--- src/rtl/ot_pkg.sv ---
// rtl/ot_pkg.sv - shared state encoding and default operand width for the OT sender controller
package ot_pkg;
   localparam int OT_W = 32;

   typedef enum logic [2:0] {
      S_RXCFG  = 3'd0,
      S_GEN    = 3'd1,
      S_TXRAND = 3'd2,
      S_RXV    = 3'd3,
      S_PACK   = 3'd4,
      S_TXPACK = 3'd5
   } ot_state_t;
endpackage

--- src/rtl/ot_tx_serializer.sv ---
// rtl/ot_tx_serializer.sv - two-operand byte serializer, MSB-first, one byte per accepted transfer
module ot_tx_serializer
   import ot_pkg::*;
#(
   parameter int W = OT_W
) (
   input  logic           clk,
   input  logic           rstn,
   input  logic           load,
   input  logic           shift,
   input  logic [2*W-1:0] load_data,
   output logic [7:0]     byte_data
);
   logic [2*W-1:0] sh;

   always_ff @(posedge clk or negedge rstn) begin
      if (!rstn)
         sh <= '0;
      else if (load)
         sh <= load_data;
      else if (shift)
         sh <= sh << 8;
   end

   // The byte on the wire only moves when the host accepts it, so it holds through stalls.
   assign byte_data = sh[2*W-1 -: 8];
endmodule

--- src/rtl/ot_sender_ctrl.sv ---
// rtl/ot_sender_ctrl.sv - OT sender session sequencer: config rx, RNG, rand tx, v rx, pack, packed tx
module ot_sender_ctrl
   import ot_pkg::*;
#(
   parameter int W = OT_W
) (
   input  logic         clk,
   input  logic         rstn,
   input  logic         rx_valid,
   output logic         rx_ready,
   input  logic [7:0]   rx_data,
   output logic         tx_valid,
   input  logic         tx_ready,
   output logic [7:0]   tx_data,
   output logic [W-1:0] N,
   output logic [W-1:0] d,
   output logic [W-1:0] message0,
   output logic [W-1:0] message1,
   output logic [W-1:0] received_data,
   output logic         rng_gen,
   input  logic         rng_end0,
   input  logic         rng_end1,
   input  logic [W-1:0] rand_val0,
   input  logic [W-1:0] rand_val1,
   output logic         pack_gen,
   input  logic         pack_end,
   input  logic [W-1:0] packed_data0,
   input  logic [W-1:0] packed_data1,
   output logic         busy
);
   localparam int NB = W / 8;
   localparam int CW = $clog2(4 * NB);

   ot_state_t      state, state_nx;
   logic [CW-1:0]  cnt;
   logic           end0_f, end1_f, gen_done;
   logic           rx_ready_c, rx_fire, tx_fire;
   logic           ser_load, ser_sel_pack;
   logic [4*W-1:0] cfg_sh;
   logic [W-1:0]   rxv_sh;

   assign gen_done = (end0_f | rng_end0) & (end1_f | rng_end1);
   assign rx_fire  = rx_valid & rx_ready_c;
   assign tx_fire  = tx_valid & tx_ready;

   always_ff @(posedge clk or negedge rstn) begin
      if (!rstn)
         state <= S_RXCFG;
      else
         state <= state_nx;
   end

   always_comb begin
      state_nx     = state;
      rx_ready_c   = 1'b0;
      tx_valid     = 1'b0;
      rng_gen      = 1'b0;
      pack_gen     = 1'b0;
      ser_load     = 1'b0;
      ser_sel_pack = 1'b0;
      case (state)
         S_RXCFG: begin
            rx_ready_c = 1'b1;
            if (rx_fire && cnt == CW'(4 * NB - 1)) state_nx = S_GEN;
         end
         S_GEN: begin
            rng_gen = (cnt == '0);
            if (gen_done) begin
               ser_load = 1'b1;
               state_nx = S_TXRAND;
            end
         end
         S_TXRAND: begin
            tx_valid = 1'b1;
            if (tx_fire && cnt == CW'(2 * NB - 1)) state_nx = S_RXV;
         end
         S_RXV: begin
            rx_ready_c = 1'b1;
            if (rx_fire && cnt == CW'(NB - 1)) state_nx = S_PACK;
         end
         S_PACK: begin
            pack_gen     = (cnt == '0);
            ser_sel_pack = 1'b1;
            if (pack_end) begin
               ser_load = 1'b1;
               state_nx = S_TXPACK;
            end
         end
         S_TXPACK: begin
            tx_valid = 1'b1;
            if (tx_fire && cnt == CW'(2 * NB - 1)) state_nx = S_RXCFG;
         end
         default: state_nx = S_RXCFG;
      endcase
   end

   // The counter also steps once after a start pulse, so the pulse cannot repeat within a state.
   always_ff @(posedge clk or negedge rstn) begin
      if (!rstn)
         cnt <= '0;
      else if (state_nx != state)
         cnt <= '0;
      else if (rx_fire || tx_fire || rng_gen || pack_gen)
         cnt <= cnt + 1'b1;
   end

   always_ff @(posedge clk or negedge rstn) begin
      if (!rstn) begin
         end0_f <= 1'b0;
         end1_f <= 1'b0;
      end else if (state != S_GEN) begin
         end0_f <= 1'b0;
         end1_f <= 1'b0;
      end else begin
         end0_f <= end0_f | rng_end0;
         end1_f <= end1_f | rng_end1;
      end
   end

   always_ff @(posedge clk or negedge rstn) begin
      if (!rstn) begin
         cfg_sh <= '0;
         rxv_sh <= '0;
      end else if (rx_fire) begin
         if (state == S_RXCFG)
            cfg_sh <= (cfg_sh << 8) | (4 * W)'(rx_data);
         else
            rxv_sh <= (rxv_sh << 8) | W'(rx_data);
      end
   end

   assign N             = cfg_sh[4*W-1 -: W];
   assign d             = cfg_sh[3*W-1 -: W];
   assign message0      = cfg_sh[2*W-1 -: W];
   assign message1      = cfg_sh[W-1:0];
   assign received_data = rxv_sh;
   assign rx_ready      = rx_ready_c & rstn;
   assign busy          = (state != S_RXCFG);

   ot_tx_serializer #(.W(W)) u_ser (
      .clk       (clk),
      .rstn      (rstn),
      .load      (ser_load),
      .shift     (tx_fire),
      .load_data (ser_sel_pack ? {packed_data0, packed_data1} : {rand_val0, rand_val1}),
      .byte_data (tx_data)
   );
endmodule

--- config.mk ---
export PLATFORM = sky130hd
export DESIGN_NAME = ot_sender_ctrl
export DESIGN_NICKNAME = d
export VERILOG_FILES = /design/src/rtl/ot_pkg.sv /design/src/rtl/ot_tx_serializer.sv /design/src/rtl/ot_sender_ctrl.sv
export SDC_FILE = /design/constraint.sdc
export NUM_CORES = 1
export LEC_CHECK = 0
export ABC_AREA = 1
export BUFFER_PORTS_ARGS = -buffer_cell sky130_fd_sc_hd__buf_2
export CORE_MARGIN = 1.5
export CORE_UTILIZATION = 47
export DETAILED_ROUTE_END_ITERATION = 12
export MAX_ROUTING_LAYER = met4
export PLACE_DENSITY_LB_ADDON = 0.12
export RECOVER_POWER = 50
export SYNTH_ARGS = -nofsm -noshare
export SYNTH_HDL_FRONTEND = slang
export SYNTH_SLANG_ARGS = --single-unit
export TNS_END_PERCENT = 5
--- constraint.sdc ---
create_clock -name clk -period 1.8 [get_ports clk]
set_clock_uncertainty 0.2 [all_clocks]
set_input_delay 0.36 -clock clk [delete_from_list [all_inputs] [get_ports clk]]
set_output_delay 0.36 -clock clk [all_outputs]
set_load 0.01 [all_outputs]
After elaboration in Yosys (flattened, before gate mapping)
Index checks and enable logic that the tools add are counted.

operators by class
  add/sub/neg operators = 1
  eq/ne operators = 10
  muxes and demuxes = 22
  bitwise gates (word level) = 9
  reductions and logical operators = 15

operators with widths
  operator                                       number
  two-way mux 64 bit                             3
  bitwise OR 128 x 8 -> 128 bit                  1
  bitwise OR 32 x 8 -> 32 bit                    1
  two-way mux 3 bit                              6
  case mux 3 bit (6 select lines)                1
  two-way mux 1 bit                              9
  two-way mux 4 bit                              2
  == test 3 x 2 -> 1 bit, second input constant  2
  == test 3 bit, second input constant           2
  adder 4 x 1 -> 4 bit, second input constant    1
  AND 1 bit                                      4
  == test 4 x 2 -> 1 bit, second input constant  1
  == test 4 x 3 -> 1 bit, second input constant  1
  == test 4 bit, second input constant           1
  zero test 4 bit                                1
  AND reduction 2 bit                            2
  nonzero test 2 bit                             2
  OR reduction 2 bit                             2
  == test 3 x 1 -> 1 bit, second input constant  1
  logical AND 1 bit                              3
  zero test 3 bit                                1
  logical OR 1 bit                               3
  != test 3 x 1 -> 1 bit, second input constant  1
  != test 3 bit                                  1
  4 further kinds                                5

word-level totals
  bits in registers = 233
  input bits = 143
  output and inout bits = 173
  word-level logic and storage cells = 64

Depth between registers and ports, before layout
Gate-level depths: netlist of the first run.

  depth in word-level cells = 9
  gate-level depth with buffers = 11
  depth with buffers taken out = 11

Hierarchy
Synthesis of the first run repeated with hierarchy kept, for this count alone.

unflattened totals
  cells, all modules = 1,248
  area total of the unflattened synthesis = 10,322.4 µm²

by module, submodules not included
  module            times used  cells an instance  area each (µm²)  sequential area each (µm²)
  ot_sender_ctrl    1           901                7,325.8          4,229.1
  ot_tx_serializer  1           347                2,996.6          1,601.5

Least setup slack after synthesis of the first run
No wires, ideal clock.

  path kind = flip-flop to flip-flop
  start = register state[0]
  end = register cfg_sh[106]
  setup time = 0.128 ns
  arrival time = 1.566 ns
  data required time = 1.472 ns
  slack = -0.094 ns
  cell stages (with the launch flop) = 9
  buffers on the path = 2
  clock period less this slack = 1.894 ns
  cell sequence = dfrtp_1 > inv_2 > nand2_1 > nor2_2 > inv_2 > nor2_2 > buf_6 > buf_6 > mux2_1

on the way
  cells in the longest elaborated chain, start to end = 5
  elaborated cells on any way between the ends = 6
  those cells by class = eq/ne (1); mux (1); bitwise (1); reduce/logical (3)

RTL lines
  item                                                       RTL line                                     source
  start: declaration                                         ot_sender_ctrl.sv:34                         ot_state_t state, state_nx;
  start signal: assignment                                   ot_sender_ctrl.sv:50                         state <= state_nx;
  == test 3 x 2 -> 1 bit or zero test 3 bit (tied branches)  ot_sender_ctrl.sv:61, ot_sender_ctrl.sv:125
  OR reduction 2 bit (no line)                               -
  two-way mux 1 bit                                          ot_sender_ctrl.sv:61                         case (state)
  AND 1 bit                                                  ot_sender_ctrl.sv:43                         assign rx_fire = rx_valid & rx_ready_c;
  AND reduction 2 bit (no line) *                            -
  end signal: assignment                                     ot_sender_ctrl.sv:126                        cfg_sh <= (cfg_sh << 8) | (4 * W)'(rx_data);
  end: declaration                                           ot_sender_ctrl.sv:39                         logic [4*W-1:0] cfg_sh;

Every way passes the cells marked *; elsewhere a longest branch is shown, timed or not.
A chain may end at the register's enable or synchronous reset.

Worst setup path in the final report of the first run
  start = register state[0]
  end = output rng_gen

on the way
  cells in the longest elaborated chain, start to end = 2

RTL lines
  item                    RTL line              source
  == test 3 x 1 -> 1 bit  ot_sender_ctrl.sv:61
  two-way mux 1 bit       ot_sender_ctrl.sv:61
  end: declaration        ot_sender_ctrl.sv:20  output logic rng_gen,

No other way between the ends.

==> flow_summary.json, run 1 <==
{
  "outcome": "complete, but fails checks",
  "violations": "hold timing, setup timing",
  "hp-start": "rand_val1[7]",
  "p_comb_share_pct": 44.9,
  "core_area_mm2": 0.0219,
  "via_per_inst": 5.15,
  "netlist_area_mm2": 0.0105,
  "placed_area_mm2": 0.0128,
  "drc": 0,
  "cts_tree": "built",
  "synth_area_leaders": "dfrtp_1 (56%), mux2_4 (15%), o211ai_1 (5.7%), mux2_2 (3.2%), o221ai_1 (2.9%)",
  "cts-htree-levels": 1,
  "ir_drop_mv": 1.03,
  "startpoint": "state[0]",
  "synth-async-reset-ratio_pct": 100,
  "synth_ff_type": "dfrtp_1",
  "synth_cells": 810,
  "p_per_area_mw_per_mm2": 1700,
  "cp-end-kind": "output pin",
  "path_clk_slew_ns": 0.06,
  "grtUsageTotal_pct": 24.5,
  "ant_nets": 0,
  "power_frac_clock_pct": 19.8,
  "synth_nets": 955,
  "internal_power_uw": 17300,
  "synth_top_area_share_pct": 55.6,
  "antenna_found_initial": 1,
  "synth_area_per_cell_um2": 13.0,
  "grt_overflow": 0,
  "fin_ws_ns": -0.465,
  "vias": 8131,
  "sequentialPowerShare_pct": 35.3,
  "p_leak_uw": 0.00764,
  "crit_required_ns": 1.24,
  "num-fill-cells": 1625,
  "critPathMaxFanout": 3,
  "drt-wirelength-per-cell_um": 17.9,
  "clock-sinks": 233,
  "postLayoutCellArea_mm2": 0.0152,
  "yosys.area.top_type": "dfrtp_1",
  "finalNetCount": 1424,
  "synth_common_cells": "dfrtp_1 (233), mux2_4 (108), o211ai_1 (80), inv_1 (63), nand2_1 (51)",
  "layout-drive-gt1-share_pct": 53.0,
  "stdcell_count": 1578,
  "cts-root-buf": "clkbuf_16",
  "seq_area_mm2": 0.00583,
  "yosys_register_bits": 233,
  "drv_slew": 0,
  "gp_congestion": 0.809,
  "whs_ns": -0.00507,
  "min_period_over_period_pct": 126,
  "io_buffers": 315,
  "slew_headroom_pct": 24.6,
  "io_pins": 316,
  "crit_type": "flop to output pin",
  "cts_buffers": 25,
  "multi_input_comb_area_mm2": 0.00426,
  "die_h_um": 152,
  "fp.dieArea_mm2": 0.0232,
  "hold_viol": 1,
  "clock_path_buffers": 3,
  "timing.rr.start": "state[1]",
  "die_x_um": 152,
  "finalSetupTns_ns": -62.56,
  "p_sw_uw": 8430,
  "worst_pin_slew_ns": 1.13,
  "synth_cell_types": 34,
  "crit_arrival_ns": 1.70,
  "start_util_pct": 47.9,
  "max_freq_mhz": 442,
  "dpl.hpwl_mm": 18.7,
  "grt_max_degree": 182,
  "dp_cells": 1412,
  "finalSetupViolCount": 233,
  "hold_class": "input port to flop",
  "yosysMostFrequentCell": "dfrtp_1",
  "grt_pass1_vias": 8363,
  "grt_pass1_wl_mm": 44.9,
  "rsz0062_at_grt": "yes",
  "synth_edf_count": 0,
  "swShare_pct": 32.7,
  "wirelength_mm": 28.2,
  "dr.pass1.iters": 4,
  "min_period_ns": 2.26,
  "drv_cap": 0,
  "first_iter_violations": 437,
  "rows": 54,
  "syn2layout_area_growth_pct": 44.5,
  "ys_warn_count": 0,
  "clock_latency_ns": 0.51,
  "start_kind": "flop",
  "yosysSeqAreaShare_pct": 55.6
}
==> per-layer routing <==
| layer | wire (µm) | GRT usage, % |
|---|---|---|
| met3 | 1290 | 3.53 |
| met1 | 12400 | 33.3 |
| met5 | 0 | - |
| met4 | 801 | 7.65 |
| met2 | 13700 | 38.2 |
==> critical path, cell delays in order (launching register included) <==
cell and delay (ns):
dfrtp_1 0.38, inv_2 0.08, buf_6 0.12, nor3_4 0.21, inv_2 0.06, buf_6 0.13
nor2_4 0.11, buf_6 0.11
==> final timing paths <==
path	endpoint	slack (ns)	cells after the start
worst max-delay path	rng_gen	-0.46	7
worst min-delay path	u_ser.sh[7]	-0.005	4
max in group asynchronous	cfg_sh[69]	0.11	3
worst min register to register	received_data[31]	0.29	2
min in group asynchronous	state[0]	0.36	3
worst max register to register	cfg_sh[69]	-0.42	11
==> cell type report <==
cell class              count  area share [%]
flip-flops and latches    233            38.4
multi-input cells         448            28.1
repair buffers            498            23.8
clock buffers              40            5.09
well taps                 280            2.31
inverters                  73            1.89
clock inverters             5           0.396
diodes                      1          0.0165
==> cell families after synthesis <==
| family | synth area share [%] |
|---|---|
| muxes | 20.8 |
| DFF | 55.6 |
| buffers and inverters | 6.16 |
| adders and majority gates | 0.238 |
| and+or+nand+nor | 7.62 |
| AOI/OAI and AO/OA | 9.53 |
| xor gates and xnor gates | 0.0835 |
==> metrics by stage <==
step	util, %	setup slack (ns)	total power [µW]
finish	69.3	-0.465	25800
CTS	68.4	-0.468	25700
detailed placement	58.3	-0.164	19300
global route	69.3	-0.524	27200
global placement	58.3	-0.146	19100
floorplan	-	-0.0626	15800
==> cells in the final DEF, fill, tap and decap left out, types with 6 or more instances in the layout <==
| cell | count |
|---|---|
| clkbuf_16 | 26 |
| nand2_1 | 45 |
| or2_1 | 13 |
| o221ai_1 | 35 |
| mux2_1 | 6 |
| mux2_4 | 124 |
| dlygate4sd3_1 | 88 |
| or2_0 | 6 |
| clkbuf_8 | 9 |
| o21ai_1 | 10 |
| nand3_1 | 12 |
| mux2_2 | 28 |
| o211ai_1 | 80 |
| buf_4 | 46 |
| nor2_1 | 7 |
| buf_2 | 309 |
| inv_1 | 60 |
| or2_2 | 46 |
| dfrtp_1 | 232 |
| clkbuf_1 | 6 |
| buf_6 | 32 |
| inv_2 | 8 |
| buf_12 | 14 |
==> power groups by stage <==
stage	registers, µW	clock network [µW]	logic [µW]
final	9100	5100	11600
after global placement	9140	0	9950
after global routing	9380	5450	12300
after CTS	9110	5210	11300
after floorplan	9420	0	6340
after detailed placement	9170	0	10100
==> state kept, by name, indices dropped and copies added, names as in the netlist <==
register       count
u_ser.sh          64
cnt                4
received_data     32
end1_f             1
end0_f             1
state              3
cfg_sh           128
==> timing repair <==
action                                  4_1_cts  5_1_grt
setup buffers                                19       10
endpoints found under the setup margin      229      233
hold buffers                                 88        0
resized for setup                            56       39
gates cloned                                  5        0
hold endpoints to repair                    316        0
pin swaps                                    32       42
(Power assumes the default switching activity.)
==> run 2, diff against run 1 <==
HOLD_SLACK_MARGIN = 0.08   (was not set)
==> flow_summary.json, run 2 (synthesis gave the netlist of run 1 again) <==
{
  "rows": 54,
  "fin_ws_ns": -0.454,
  "violations": "setup timing",
  "drt-wirelength-per-cell_um": 18.2,
  "start_util_pct": 47.9,
  "dpl.hpwl_mm": 18.7,
  "crit_path_max_incr_delay_ns": 0.37,
  "dr.pass1.iters": 5,
  "crit_chain": "inv_2 > buf_6 > nor3_4 > inv_2 > buf_6 > nor2_4 > buf_6",
  "placed_area_mm2": 0.0128,
  "final_common_cell": "buf_2",
  "internal_power_uw": 17400,
  "hold_class": "input port to flop",
  "fp.dieArea_mm2": 0.0232,
  "hold_viol": 0,
  "grt_overflow": 0,
  "sequentialPowerShare_pct": 35.1,
  "cts-root-buf": "clkbuf_16",
  "syn2layout_area_growth_pct": 49.6,
  "io_buffers": 315,
  "worst_pin_slew_ns": 1.15,
  "grt_pass1_vias": 8769,
  "rsz0062_at_grt": "yes",
  "antenna_found_initial": 0,
  "io_pins": 316,
  "largest_register_ffs": 128,
  "grt_max_degree": 182,
  "clock-sinks": 233,
  "min_period_over_period_pct": 125,
  "crit_required_ns": 1.24,
  "cp-end-kind": "output pin",
  "clock_latency_ns": 0.52,
  "grt.met1_usage_pct": 34.6,
  "start_kind": "flop",
  "ant_nets": 0,
  "gr-usage-met3_pct": 3.56,
  "layout-drive-gt1-share_pct": 50.9,
  "grtUsageTotal_pct": 25.7,
  "max_freq_mhz": 444,
  "cts_buffers": 25,
  "finalNetCount": 1477,
  "layout_common_cells": "buf_2 (309), dfrtp_1 (232), dlygate4sd3_1 (141)",
  "finalCoreUtilization_pct": 71.7,
  "first_iter_violations": 467,
  "num-fill-cells": 1516,
  "drc": 0,
  "busiest_layer": "met2",
  "crit_arrival_ns": 1.69,
  "cts_tree": "built",
  "regMostFlops": "cfg_sh",
  "power_frac_clock_pct": 19.7,
  "via_per_inst": 5.17,
  "cts-htree-levels": 1,
  "slew_headroom_pct": 23.0,
  "min_period_ns": 2.25,
  "crit_type": "flop to output pin",
  "finalSetupViolCount": 233,
  "antenna_cells": 0,
  "drv_slew": 0,
  "worst_path_most_repeated_cell": "buf_6",
  "grt_pass1_wl_mm": 46.9,
  "ir_drop_mv": 1.03,
  "dp_cells": 1412,
  "gp_congestion": 0.809,
  "grt_use_met2_pct": 40.1,
  "core_area_mm2": 0.0219,
  "postLayoutCellArea_mm2": 0.0157,
  "stdcell_count": 1630,
  "critPathMaxFanout": 3,
  "clock_path_buffers": 3,
  "path_clk_slew_ns": 0.06,
  "outcome": "complete, but fails checks",
  "p_sw_uw": 8490,
  "die_h_um": 152,
  "swShare_pct": 32.8,
  "vias": 8426,
  "die_x_um": 152,
  "p_leak_uw": 0.00786,
  "p_per_area_mw_per_mm2": 1650,
  "power_uw": 25900,
  "wirelength_mm": 29.6,
  "p_comb_share_pct": 45.1,
  "critical_path.slowest_cell": "dfrtp_1",
  "drv_cap": 0,
  "dpl_worst_slack_ns": -0.164
}
run 2: changes by cell type in the layout (fill, tap and decap cells not counted), sizes merged:
cell | previous run | this run
dlygate4sd3 | 88 | 141
diode | 1 | 0
run 2: cell type report:
class,instances,area [µm²],share of cell area [%]
flip-flops and latches,233,5830,37.2
multi-input cells,448,4260,27.1
repair buffers,551,4140,26.4
clock buffers,40,772,4.92
well taps,280,350,2.23
inverters,73,287,1.83
clock inverters,5,60.1,0.383
run 2: worst paths after layout:
path / slack [ns] / to / depth (start not counted) / start
worst min-delay path: 0.18 / state[2] / 4 / rx_valid
max in group asynchronous: 0.07 / cfg_sh[62] / 3 / rstn
worst max-delay path: -0.45 / rng_gen / 7 / state[0]
worst max register to register: -0.43 / cfg_sh[69] / 11 / state[1]
min in group asynchronous: 0.37 / state[0] / 3 / rstn
worst min register to register: 0.29 / received_data[31] / 2 / received_data[31]
run 2: critical path, delay by kind of cell (launching register included):
kind                   cells  cell delay [ns]
and+or+nand+nor            2             0.32
buffers and inverters      5             0.49
DFF                        1             0.37
run 2: power by group through the flow:
stage                     Sequential [µW]  Clock (µW)  Combinational (µW)
final                                9110        5110               11700
after floorplan                      9420           0                6340
after CTS                            9110        5210               11400
after detailed placement             9170           0               10100
after global routing                 9380        5450               12500
after global placement               9140           0                9950
run 2: through the flow:
stage,hold WS [ns],setup TNS [ns]
after global placement,0.265,-20.21
final,0.183,-62.24
after CTS,0.111,-50.36
after floorplan,-0.136,-7.36
after detailed placement,0.278,-24.22
after global routing,0.168,-79.24
run 2: layer usage:
layer  wire length (µm)  vias up
met4                966        0
met5                  0        -
met3               1400       83
li1                   -     3887
met1              12900     4160
met2              14400      296
run 2: what timing repair did:
action,in CTS,in global routing
setup endpoints to repair,229,233
gates cloned,5,0
endpoints found under the hold margin,317,0
hold buffers,141,0
pin swaps,32,41
resized for setup,56,39
setup buffers,19,10
==> run 3, diff against run 2 <==
REMOVE_ABC_BUFFERS = 1   (was not set)
==> flow_summary.json, run 3 (synthesis gave the netlist of run 1 again) <==
{
  "fp.dieArea_mm2": 0.0232,
  "drt-wirelength-per-cell_um": 17.9,
  "start_util_pct": 47.9,
  "clock_path_buffers": 3,
  "regMostFlops": "cfg_sh",
  "start_kind": "flop",
  "path_clk_slew_ns": 0.06,
  "min_period_over_period_pct": 129,
  "dpl.hpwl_mm": 17.3,
  "largest_register_ffs": 128,
  "power_uw": 25200,
  "crit_chain": "inv_2 > ha_4 > nor3b_4 > buf_4 > inv_2 > nor2_1 > buf_2",
  "io_pins": 316,
  "ant_nets": 0,
  "wirelength_mm": 28.8,
  "rsz0062_at_grt": "yes",
  "die_h_um": 152,
  "grt_overflow": 0,
  "rows": 54,
  "cts_tree": "built",
  "fin_ws_ns": -0.520,
  "syn2layout_area_growth_pct": 47.0,
  "finalSetupViolCount": 310,
  "dr.pass1.iters": 4,
  "clock-sinks": 233,
  "cts-root-buf": "clkbuf_16",
  "io_buffers": 315,
  "outcome": "complete, but fails checks",
  "violations": "setup timing",
  "holdPathStages": 4,
  "drv_cap": 0,
  "hold_viol": 0,
  "cp_top_family": "buffers and inverters",
  "vias": 8401,
  "finalNetCount": 1457,
  "crit_required_ns": 1.24,
  "grtUsageTotal_pct": 25.7,
  "layout-drive-gt1-share_pct": 49.6,
  "worst_pin_slew_ns": 1.08,
  "ir_drop_mv": 0.978,
  "hold_class": "input port to flop",
  "min_to": "u_ser.sh[20]",
  "whs_ns": 0.220,
  "reg2reg_depth": 10,
  "crit_path_max_incr_delay_ns": 0.39,
  "crit_type": "flop to output pin",
  "grt_max_degree": 80,
  "drv_slew": 0,
  "die_x_um": 152,
  "cts_buffers": 25,
  "crit_arrival_ns": 1.76,
  "drc": 0,
  "antenna_found_initial": 2,
  "cts-htree-levels": 1,
  "critical_path.slowest_cell": "dfrtp_1",
  "p_per_area_mw_per_mm2": 1630,
  "finalCoreUtilization_pct": 70.5,
  "timing.rr.start": "state[1]",
  "via_per_inst": 5.21,
  "slew_headroom_pct": 28.2,
  "critPathMaxFanout": 2,
  "layout_common_cells": "buf_2 (312), dfrtp_1 (232), dlygate4sd3_1 (140)",
  "r2r-end": "cfg_sh[23]",
  "clock_latency_ns": 0.52,
  "cp-end-kind": "output pin",
  "critical_path_buf_inv_count": 4,
  "worst-r2r-setup-slack_ns": -0.30,
  "num-fill-cells": 1550,
  "p_leak_uw": 0.00772,
  "final_common_cell": "buf_2",
  "min_period_ns": 2.32,
  "finalSetupTns_ns": -52.13,
  "grt_pass1_wl_mm": 47.0,
  "gp_congestion": 0.857,
  "worst_path_most_repeated_cell": "inv_2",
  "dpl_worst_slack_ns": -0.236,
  "hp-start": "tx_ready",
  "grt_pass1_vias": 9000,
  "max_freq_mhz": 431,
  "first_iter_violations": 325,
  "core_area_mm2": 0.0219
}
run 3: cell count changes in the layout (fill, tap and decap cells not counted), moves of 4 or more:
cell      change
buf_6        -17
buf_4         -7
clkbuf_8      -7
nor2_1        +4
nand3_2       +4
clkinv_2      +6
run 3: worst max-delay path by stage:
stage,startpoint,end,slack (ns),cells after the start
floorplan,state[0],cfg_sh[100],-4.82,6
global placement,cnt[0],cnt[2],-0.20,10
detailed placement,cnt[0],cnt[1],-0.24,9
CTS,cnt[1],rng_gen,-0.54,7
global route,cnt[1],rng_gen,-0.59,7
finish,cnt[1],rng_gen,-0.52,7
run 3: what timing repair did:
item | in CTS | in global routing
hold endpoints to repair | 316 | 0
hold buffers | 140 | 0
pin swaps | 26 | 26
gates cloned | 3 | 0
setup endpoints to repair | 201 | 233
resized for setup | 50 | 33
buffers inserted | 17 | 3
run 3: power breakdown:
group | total [µW] | internal [µW] | switching, µW
sequential | 9020 | 7420 | 1600
clock | 5140 | 3080 | 2060
combinational | 11000 | 6450 | 4580
run 3: routing by layer:
layer  global-route usage (%)  up-vias  routed length (µm)
li1                         -     3854                   -
met1                     31.7     4122               11800
met2                     41.3      308               13900
met3                     3.98      117                1440
met4                     13.0        0                1620
met5                        -        -                   0
run 3: final cells by class:
class / count / area [µm²] / area share (%)
Multi-Input combinational cell: 448 / 4210 / 27.3
Timing Repair Buffer: 531 / 3910 / 25.4
Antenna cell: 1 / 2.50 / 0.0162
Inverter: 73 / 289 / 1.87
Clock buffer: 33 / 676 / 4.38
Tap cell: 280 / 350 / 2.27
Sequential cell: 233 / 5830 / 37.8
Clock inverter: 13 / 149 / 0.965
run 3: metrics by stage:
step / cells / instance area, µm²
after global placement: 1404 / 12700
final: 1612 / 15400
after CTS: 1608 / 15300
after detailed placement: 1404 / 12700
after floorplan: 754 / 10100
after global routing: 1612 / 15400
run 3: worst min-delay path: stages:
cell and delay [ns]:
buf_2 0.15, nand2_8 0.10, buf_4 0.15, o221ai_1 0.11
